$ cat src/rtl/cp0_pkg.sv
// Shared CP0 constants: register indices, ExcCode values and Status/Cause field positions.
package cp0_pkg;

  localparam logic [4:0] COUNT   = 5'd9;
  localparam logic [4:0] COMPARE = 5'd11;
  localparam logic [4:0] STATUS  = 5'd12;
  localparam logic [4:0] CAUSE   = 5'd13;
  localparam logic [4:0] EPC     = 5'd14;

  localparam logic [4:0] INT     = 5'd0;
  localparam logic [4:0] SYSCALL = 5'd8;
  localparam logic [4:0] BREAK   = 5'd9;
  localparam logic [4:0] TEQ     = 5'd13;

  localparam int unsigned IE           = 0;
  localparam int unsigned IP_BASE      = 8;
  localparam int unsigned TI           = 15;
  localparam int unsigned NOVF         = 30;
  localparam int unsigned EXC_LSB      = 2;
  localparam int unsigned STATUS_SHIFT = 5;

endpackage

$ cat src/rtl/cp0_epc_stack.sv
// Saturating EPC stack: entry 0 is the top; a push when full drops the oldest entry.
module cp0_epc_stack #(
  parameter int unsigned DEPTH = 3,
  localparam int unsigned DW   = $clog2(DEPTH + 1)
) (
  input  logic          clk,
  input  logic          rst,
  input  logic          push,
  input  logic          pop,
  input  logic          wr_top,
  input  logic [31:0]   din,
  output logic [31:0]   top,
  output logic [DW-1:0] depth
);

  logic [31:0]   ent_q [DEPTH];
  logic [31:0]   ent_d [DEPTH];
  logic [DW-1:0] depth_q, depth_d;

  always_comb begin
    ent_d   = ent_q;
    depth_d = depth_q;
    if (push) begin
      for (int i = DEPTH - 1; i > 0; i--) ent_d[i] = ent_q[i-1];
      ent_d[0] = din;
      if (depth_q != DW'(DEPTH)) depth_d = depth_q + DW'(1);
    end else if (pop && depth_q != '0) begin
      for (int i = 0; i < DEPTH - 1; i++) ent_d[i] = ent_q[i+1];
      ent_d[DEPTH-1] = '0;
      depth_d        = depth_q - DW'(1);
    end else if (wr_top) begin
      ent_d[0] = din;
    end
  end

  always_ff @(posedge clk or negedge rst) begin
    if (!rst) begin
      for (int i = 0; i < DEPTH; i++) ent_q[i] <= '0;
      depth_q <= '0;
    end else begin
      ent_q   <= ent_d;
      depth_q <= depth_d;
    end
  end

  assign top   = ent_q[0];
  assign depth = depth_q;

endmodule

$ cat src/rtl/cp0_nested.sv
// MIPS CP0 with nested EPC stack, Status shift nesting and synchronised IRQs.
// Optional Count/Compare timer enabled by defining CP0_TIMER_EN.
module cp0_nested
  import cp0_pkg::*;
#(
  parameter logic [31:0] VECTOR_ADDR = 32'h00400004,
  parameter int unsigned NEST_DEPTH  = 3,
  parameter int unsigned N_IRQ       = 6,
  localparam int unsigned DW         = $clog2(NEST_DEPTH + 1)
) (
  input  logic             clk,
  input  logic             rst,
  input  logic             exception,
  input  logic             mfc0,
  input  logic             mtc0,
  input  logic             eret,
  input  logic [31:0]      pc,
  input  logic [4:0]       rd,
  input  logic [31:0]      wdata,
  input  logic [4:0]       cause,
  input  logic [N_IRQ-1:0] irq,
  output logic [31:0]      rdata,
  output logic [31:0]      status,
  output logic [31:0]      exc_addr,
  output logic             int_pending,
  output logic [DW-1:0]    nest_depth
);

  logic [31:0]      regs_q [32];
  logic [31:0]      regs_d [32];
  logic [N_IRQ-1:0] irq_s1_q;
  logic             int_pending_q, int_pending_d;
  logic [31:0]      epc_top;
  logic [DW-1:0]    depth;
  logic             ip_sw_wr, ovf;

  cp0_epc_stack #(
    .DEPTH (NEST_DEPTH)
  ) u_epc_stack (
    .clk    (clk),
    .rst    (rst),
    .push   (exception),
    .pop    (eret && !exception),
    .wr_top (mtc0 && rd == EPC && !exception),
    .din    (exception ? pc : wdata),
    .top    (epc_top),
    .depth  (depth)
  );

  assign ip_sw_wr = mtc0 && rd == CAUSE && !exception;
  assign ovf      = exception && depth == DW'(NEST_DEPTH);

  always_comb begin
    regs_d = regs_q;
    if (mtc0 && rd != EPC && rd != CAUSE && !(exception && rd == STATUS)) begin
      regs_d[rd] = wdata;
    end
    if (ip_sw_wr) begin
      regs_d[CAUSE][9:8]  = wdata[9:8];
      regs_d[CAUSE][NOVF] = wdata[NOVF];
    end
    // The second synchroniser stage is the Cause.IP bit itself.
    for (int i = 0; i < N_IRQ; i++) begin
      if (!(ip_sw_wr && IP_BASE + i < 10)) regs_d[CAUSE][IP_BASE+i] = irq_s1_q[i];
    end
`ifdef CP0_TIMER_EN
    if (!(mtc0 && rd == COUNT)) regs_d[COUNT] = regs_q[COUNT] + 32'd1;
    if (mtc0 && rd == COMPARE) begin
      regs_d[CAUSE][TI] = 1'b0;
    end else if (regs_d[COUNT] == regs_q[COMPARE] && regs_q[COMPARE] != '0) begin
      regs_d[CAUSE][TI] = 1'b1;
    end else begin
      regs_d[CAUSE][TI] = regs_q[CAUSE][TI] | regs_d[CAUSE][TI];
    end
`endif
    if (exception) begin
      regs_d[STATUS]               = regs_q[STATUS] << STATUS_SHIFT;
      regs_d[CAUSE][EXC_LSB+:5]    = cause;
      if (ovf) regs_d[CAUSE][NOVF] = 1'b1;
    end else if (eret && depth != '0) begin
      regs_d[STATUS] = regs_q[STATUS] >> STATUS_SHIFT;
    end
    regs_d[EPC] = '0;
  end

  assign int_pending_d = regs_q[STATUS][IE] && (depth == '0) &&
                         |(regs_q[CAUSE][15:8] & regs_q[STATUS][15:8]);

  always_ff @(posedge clk or negedge rst) begin
    if (!rst) begin
      for (int i = 0; i < 32; i++) regs_q[i] <= '0;
      irq_s1_q      <= '0;
      int_pending_q <= 1'b0;
    end else begin
      regs_q        <= regs_d;
      irq_s1_q      <= irq;
      int_pending_q <= int_pending_d;
    end
  end

  always_comb begin
    rdata = '0;
    if (mfc0) rdata = (rd == EPC) ? epc_top : regs_q[rd];
  end

  assign status      = regs_q[STATUS];
  assign exc_addr    = eret ? epc_top : VECTOR_ADDR;
  assign int_pending = int_pending_q;
  assign nest_depth  = depth;

endmodule

$ cat config.mk
export PLATFORM = sky130hd
export DESIGN_NAME = cp0_nested
export DESIGN_NICKNAME = d
export VERILOG_FILES = /design/src/rtl/cp0_pkg.sv /design/src/rtl/cp0_epc_stack.sv /design/src/rtl/cp0_nested.sv
export SDC_FILE = /design/constraint.sdc
export NUM_CORES = 2
export LEC_CHECK = 0
export CAP_MARGIN = 10
export CORE_MARGIN = 5
export CORE_UTILIZATION = 55
export CTS_CLUSTER_DIAMETER = 60
export DETAILED_ROUTE_END_ITERATION = 8
export HOLD_SLACK_MARGIN = 0.05
export PLACE_DENSITY = 0.79
export SETUP_SLACK_MARGIN = 0.4
export SYNTH_ARGS = -nofsm -noshare
export SYNTH_HDL_FRONTEND = slang
export SYNTH_SLANG_ARGS = --single-unit
$ cat constraint.sdc
create_clock -name clk -period 2.5 [get_ports clk]
set_clock_uncertainty 0.05 [all_clocks]
set_input_delay 0.375 -clock clk [delete_from_list [all_inputs] [get_ports clk]]
set_output_delay 0.375 -clock clk [all_outputs]
set_load 0.05 [all_outputs]
# == Yosys cells after proc, flatten, opt, wreduce, memory -nomap -nowiden ==
# Index checks and enable logic that the tools add are counted.
# totals
ff_bits,1097
input_bits,86
output_inout_bits,99
wordCells,104
# op_classes
n_addsub,2
n_lt_le_gt_ge,2
n_eq_ne,8
muxes,26
bitwise,2
n_reduce_logical,25
# ops
cell,n
1024-bit bitwise mux,1
640-bit 2-to-1 mux,1
32-bit 2-to-1 mux,11
32-bit binary-select mux with 5-bit select,1
32-bit demux with 5-bit select,1
96-bit 2-to-1 mux,1
64-bit 2-to-1 mux,1
"5-bit by 4-bit == test with 1-bit output, second input constant",3
1-bit logical AND,15
"5-bit by 4-bit != test with 1-bit output, second input constant",2
8-bit AND,1
8-bit OR reduction,1
"6-bit >= comparator, second input constant",1
"6-bit by 1-bit < comparator with 1-bit output, second input constant",1
2-bit 2-to-1 mux,3
5-bit inverter with 6-bit output,1
2-bit nonzero test,3
3-bit nonzero test,2
1-bit 2-to-1 mux,5
5-bit 2-to-1 mux,1
"2-bit by 1-bit adder with 2-bit output, second input constant",1
"2-bit == test, second input constant",1
1-bit zero test,2
2-bit zero test,1
other kinds (4),4

# == Depth between registers and ports, before layout ==
# depth
word_depth,10
ltp_mapped,10
mapped_depth_nobuf,5

# == By module ==
# A second synthesis with hierarchy kept.
# unflattened
hier_cells,3744
area_unflattened_um2,51841.0
# modules_own_cells
mod,n_inst,cells_each,area_per_inst_um2,seq_area_each_um2
cp0_nested,1,3332,47336.6,24999.0
cp0_epc_stack,1,412,4504.3,2452.4

# == Worst setup path after synthesis ==
# No wires, ideal clock.
# synth_path
kind,input to output
from,in rd[0]
to,out rdata[13]
arrival_ns,2.495
required_ns,2.075
slack_ns,-0.420
path_stages,10
n_path_buf,5
path_cell_list,buf_2 -> buf_6 -> buf_4 -> buf_4 -> nand2_1 -> clkbuf_1 -> o22ai_1 -> nor2_1 -> a21oi_1 -> a31oi_1
# synth_via
elab_chain_cells,6
word_cells_on_any_way,7
classes_between,1 x eq/ne; 5 x mux; 1 x bitwise
# synth_lines
element,line,source
from (decl),cp0_nested.sv:18,"input logic [4:0] rd,"
5-bit inverter with 6-bit output (implied by the code),cp0_nested.sv:103,if (mfc0) rdata = (rd == EPC) ? epc_top : regs_q[rd];
32-bit binary-select mux with 5-bit select,cp0_nested.sv:103,
32-bit 2-to-1 mux (implied by the code) (2 in a row),cp0_nested.sv:103,
32-bit 2-to-1 mux * (2 in a row),cp0_nested.sv:103,
to (decl),cp0_nested.sv:22,"output logic [31:0] rdata,"
# Mark *: on every way between the ends. The rest lies on a longest branch, timed or not. The select of a mux whose other input is x is not followed.

# == Worst setup path after layout ==
# layout_path
from,reg regs_q[100] (netlist name)
to,out rdata[4]
# layout_via
elab_chain_cells,5
# layout_lines
element,line,source
from (decl),cp0_nested.sv:29,logic [31:0] regs_q [32];
from (signal assigned),cp0_nested.sv:95,regs_q <= regs_d;
32-bit binary-select mux with 5-bit select,cp0_nested.sv:103,
32-bit 2-to-1 mux (implied by the code) (2 in a row),cp0_nested.sv:103,
32-bit 2-to-1 mux (2 in a row),cp0_nested.sv:103,
# Every way passes these cells. The select of a mux whose other input is x is not followed.

==> load_flow_metrics.sql <==
INSERT INTO impl_metrics (metric_group, metric, value, unit) VALUES
('status', 'run_status', 'complete, but fails checks', ''),
('status', 'violations', 'negative setup slack', ''),
('detailed_routing', 'detail_route.drc_violations', '0', ''),
('critical_path', 'arrival', '2.47', 'ns'),
('detailed_routing', 'dr.pass1.iters', '5', ''),
('detailed_routing', 'ant_nets', '0', ''),
('yosys', 'dominant_combinational_cell_family_by_area_after_synthesis', 'multiplexers', ''),
('pwr', 'power_density', '815', 'nW/um2'),
('grt', 'first_global_vias', '36300', ''),
('yosys', 'ys_async_sr_fraction', '100', '%'),
('sta', 'final-max-slew-violation-count', '0', ''),
('grt', 'initial_antenna_violation_count', '2', ''),
('detailed_routing', 'num_vias', '34900', ''),
('critical_path', 'slowest_stage', 'mux4_2', ''),
('grt', 'grtUsageMet3', '6.89', '%'),
('sta', 'finalHoldWorstSlack', '0.0950', 'ns'),
('detailed_routing', 'drt_iter0_markers', '3499', ''),
('grt', 'met1_usage', '42.5', '%'),
('sta', 'final-setup-viol-count', '32', ''),
('yosys', 'synth-simple-area-share', '3.63', '%'),
('grt', 'grt_pass1_wl', '234000', 'um'),
('clock_network', 'clock_sinks', '1097', ''),
('critical_path', 'critPathMaxStageDelay', '0.48', 'ns'),
('yosys', 'synth_xor_xnor_area_share', '0', '%'),
('floorplanning', 'placeable_core_region', '91700', 'um2'),
('final_layout', 'nNetsFinal', '4202', ''),
('yosys', 'syn_inst', '3777', ''),
('floorplanning', 'start_util', '55.5', '%'),
('grt', 'grt_use_met2', '48.6', '%'),
('clock_network', 'h-tree-depth', '3', ''),
('clock_network', 'clk_path_buf_depth', '3', ''),
('place', 'dpl.hpwl', '102000', 'um'),
('pwr', 'intPower', '36.6', 'mW'),
('pwr', 'static-leakage-power', '28.7', 'nW'),
('final_layout', 'antenna_cells_inserted', '0', ''),
('yosys', 'synth.distinct_cells', '59', ''),
('pwr', 'power.sequential.fraction', '45.5', '%'),
('sta', 'final_critical_path_setup_slack', '-0.390', 'ns'),
('yosys', 'synth.yosys.warnings', '0', ''),
('sta', 'maxSlewHeadroom', '39.3', '%'),
('grt', 'grt_overflow', '0', ''),
('flow_run', 'max_cap_viol_count', '0', ''),
('yosys', 'synth-seq-cells', '1097', ''),
('place', 'port-buffer-count', '184', ''),
('pwr', 'power.ir.vdd_worst', '0.650', 'mV'),
('grt', 'gr-usage-all-layers', '31.2', '%'),
('yosys', 'synth_compound_area_share', '5.53', '%'),
('floorplanning', 'dieWidth', '314', 'um'),
('yosys', 'syn_nets', '3863', ''),
('critical_path', 'worst_setup_path_start_kind', 'flop', ''),
('yosys', 'synth_adder_area_share', '0', '%'),
('detailed_routing', 'routed_wirelength', '156000', 'um'),
('sta', 'clock.fmax', '346', 'MHz'),
('yosys', 'synth_enable_flop_cells', '0', ''),
('floorplanning', 'die_area', '98700', 'um2'),
('critical_path', 'worst-path-max-fanout', '2', ''),
('clock_network', 'clock_insertion_delay_worst_skew', '0.69', 'ns'),
('floorplanning', 'row_count', '111', ''),
('final_layout', 'layout-drive-gt1-share', '47.6', '%'),
('sta', 'worstMarginPinSlew', '0.910', 'ns'),
('critical_path', 'critical_path.cell_chain', 'mux4_2 > a22o_1 > a221oi_2 > buf_4 > a31oi_4 > buf_6', ''),
('clock_network', 'cts_root_buf', 'clkbuf_16', ''),
('pwr', 'power_switching', '14.8', 'mW'),
('floorplanning', 'boundary_pin_count', '185', ''),
('sta', 'layout_min_cycle_time', '2.89', 'ns'),
('critical_path', 'critical_path_required', '2.08', 'ns'),
('pwr', 'switching_share', '28.8', '%'),
('clock_network', 'cts_made_buffers', '108', ''),
('grt', 'maximum_number_of_pins_on_one_net_before_global_route_repair', '134', ''),
('sta', 'unrepaired_setup_endpoints_after_global_routing', 'yes', ''),
('place', 'finalWeightedCongestion', '0.878', '');
==> synth_stat cells (all sizes together) (2+ instances only) <==
cell type  number  share of area, %
dfrtp        1097                54
mux2          969                21
mux2i         339               6.7
buf           212               2.4
clkbuf        198               1.5
nand2         186               1.4
o21ai         140               1.4
o22ai         120               1.5
mux4          109               4.8
nor2          103              0.77
a21oi          45              0.45
and2           37              0.46
a211oi         29              0.43
nor4           25              0.32
a21o           22              0.32
a31oi          21              0.26
a22oi          16              0.24
a22o           15              0.26
o221ai         11              0.19
a41oi          10              0.17
nand3           8             0.079
nor3            8             0.089
a221oi          5             0.086
nand2b          5             0.061
nor2b           5             0.061
nand4bb         4             0.089
o211ai          4             0.059
o2bb2ai         4             0.069
or3             4             0.049
nand3b          3             0.044
nand4b          3             0.064
or4b            3             0.059
a2111oi         2             0.047
a311oi          2             0.034
and3            2             0.025
nand4           2             0.025
==> kinds of logic after synthesis <==
logic type             count (synthesis)
buffers and inverters                411
flip-flops                          1097
multiplexers                        1417
AO/OA/AOI/OAI                        450
AND/OR/NAND/NOR                      402
==> layer usage <==
layer | vias to the layer above | share of wire, %
li1 | 14400 | -
met1 | 18300 | 40
met2 | 1698 | 46
met3 | 431 | 8.5
met4 | 4 | 5.0
met5 | - | 0.016
==> through the flow <==
stage / cells / power (mW) / worst slack (ns) / setup TNS (ns) / util (%)
final: 5393 / 51.4 / -0.390 / -6.56 / 68.9
after global routing: 5393 / 53.4 / -0.443 / -7.90 / 68.9
after CTS: 5384 / 51.3 / -0.452 / -7.08 / 68.5
after detailed placement: 5155 / 34.1 / -0.384 / -70.47 / 63.5
after global placement: 5155 / 33.5 / -0.354 / -47.74 / 63.5
after floorplan: 3777 / 30.3 / 0.119 / 0 / -
==> power groups by stage <==
| stage | clock (mW) | sequential [mW] | combinational [mW] |
|---|---|---|---|
| floorplan | 0 | 22.8 | 7.47 |
| global placement | 0 | 23.3 | 10.2 |
| detailed placement | 0 | 23.5 | 10.6 |
| CTS | 17.1 | 23.3 | 11.0 |
| global route | 17.8 | 23.7 | 11.9 |
| finish | 16.9 | 23.4 | 11.1 |
==> registers in the layout, summed over array words and instances, names as in the netlist <==
name	count
status	32
u_epc_stack.depth	2
int_pending	1
u_epc_stack.top	32
regs_q	960
irq_s1_q	6
u_epc_stack.ent_q	64
==> worst max-delay path, delay by kind of cell (launching register included) <==
family / cells / cell delay, ns
DFF: 1 / 0.40
buffers and inverters: 2 / 0.35
muxes: 1 / 0.48
AOI/OAI and AO/OA: 3 / 0.54
==> layout make-up <==
cell class	count	area (um2)
Fill cell	5834	28500
Tap cell	1186	1480
Sequential cell	1097	27500
Clock inverter	49	609
Multi-Input combinational cell	2269	23300
Inverter	1	3.75
Clock buffer	152	3090
Timing Repair Buffer	639	7190
==> final timing paths <==
path,start,endpoint,slack (ns),cells past startpoint
worst max-delay path,regs_q[100],rdata[4],-0.39,6
worst min-delay path,irq[3],irq_s1_q[3],0.1,1
worst max register to register,u_epc_stack.depth[1],u_epc_stack.top[17],0.51,6
worst min register to register,irq_s1_q[2],regs_q[586],0.30,0
max in group asynchronous,rst,regs_q[242],1.19,4
min in group asynchronous,rst,regs_q[444],0.13,2
==> what timing repair did <==
action / in CTS / in global routing
hold buffers: 1 / 0
endpoints found under the setup margin: 97 / 33
resized for setup: 253 / 49
pin swaps: 70 / 26
hold endpoints to repair: 361 / 0
buffers inserted: 26 / 8
cloned: 1 / 1
No activity file was read; power rests on OpenSTA's default activity.
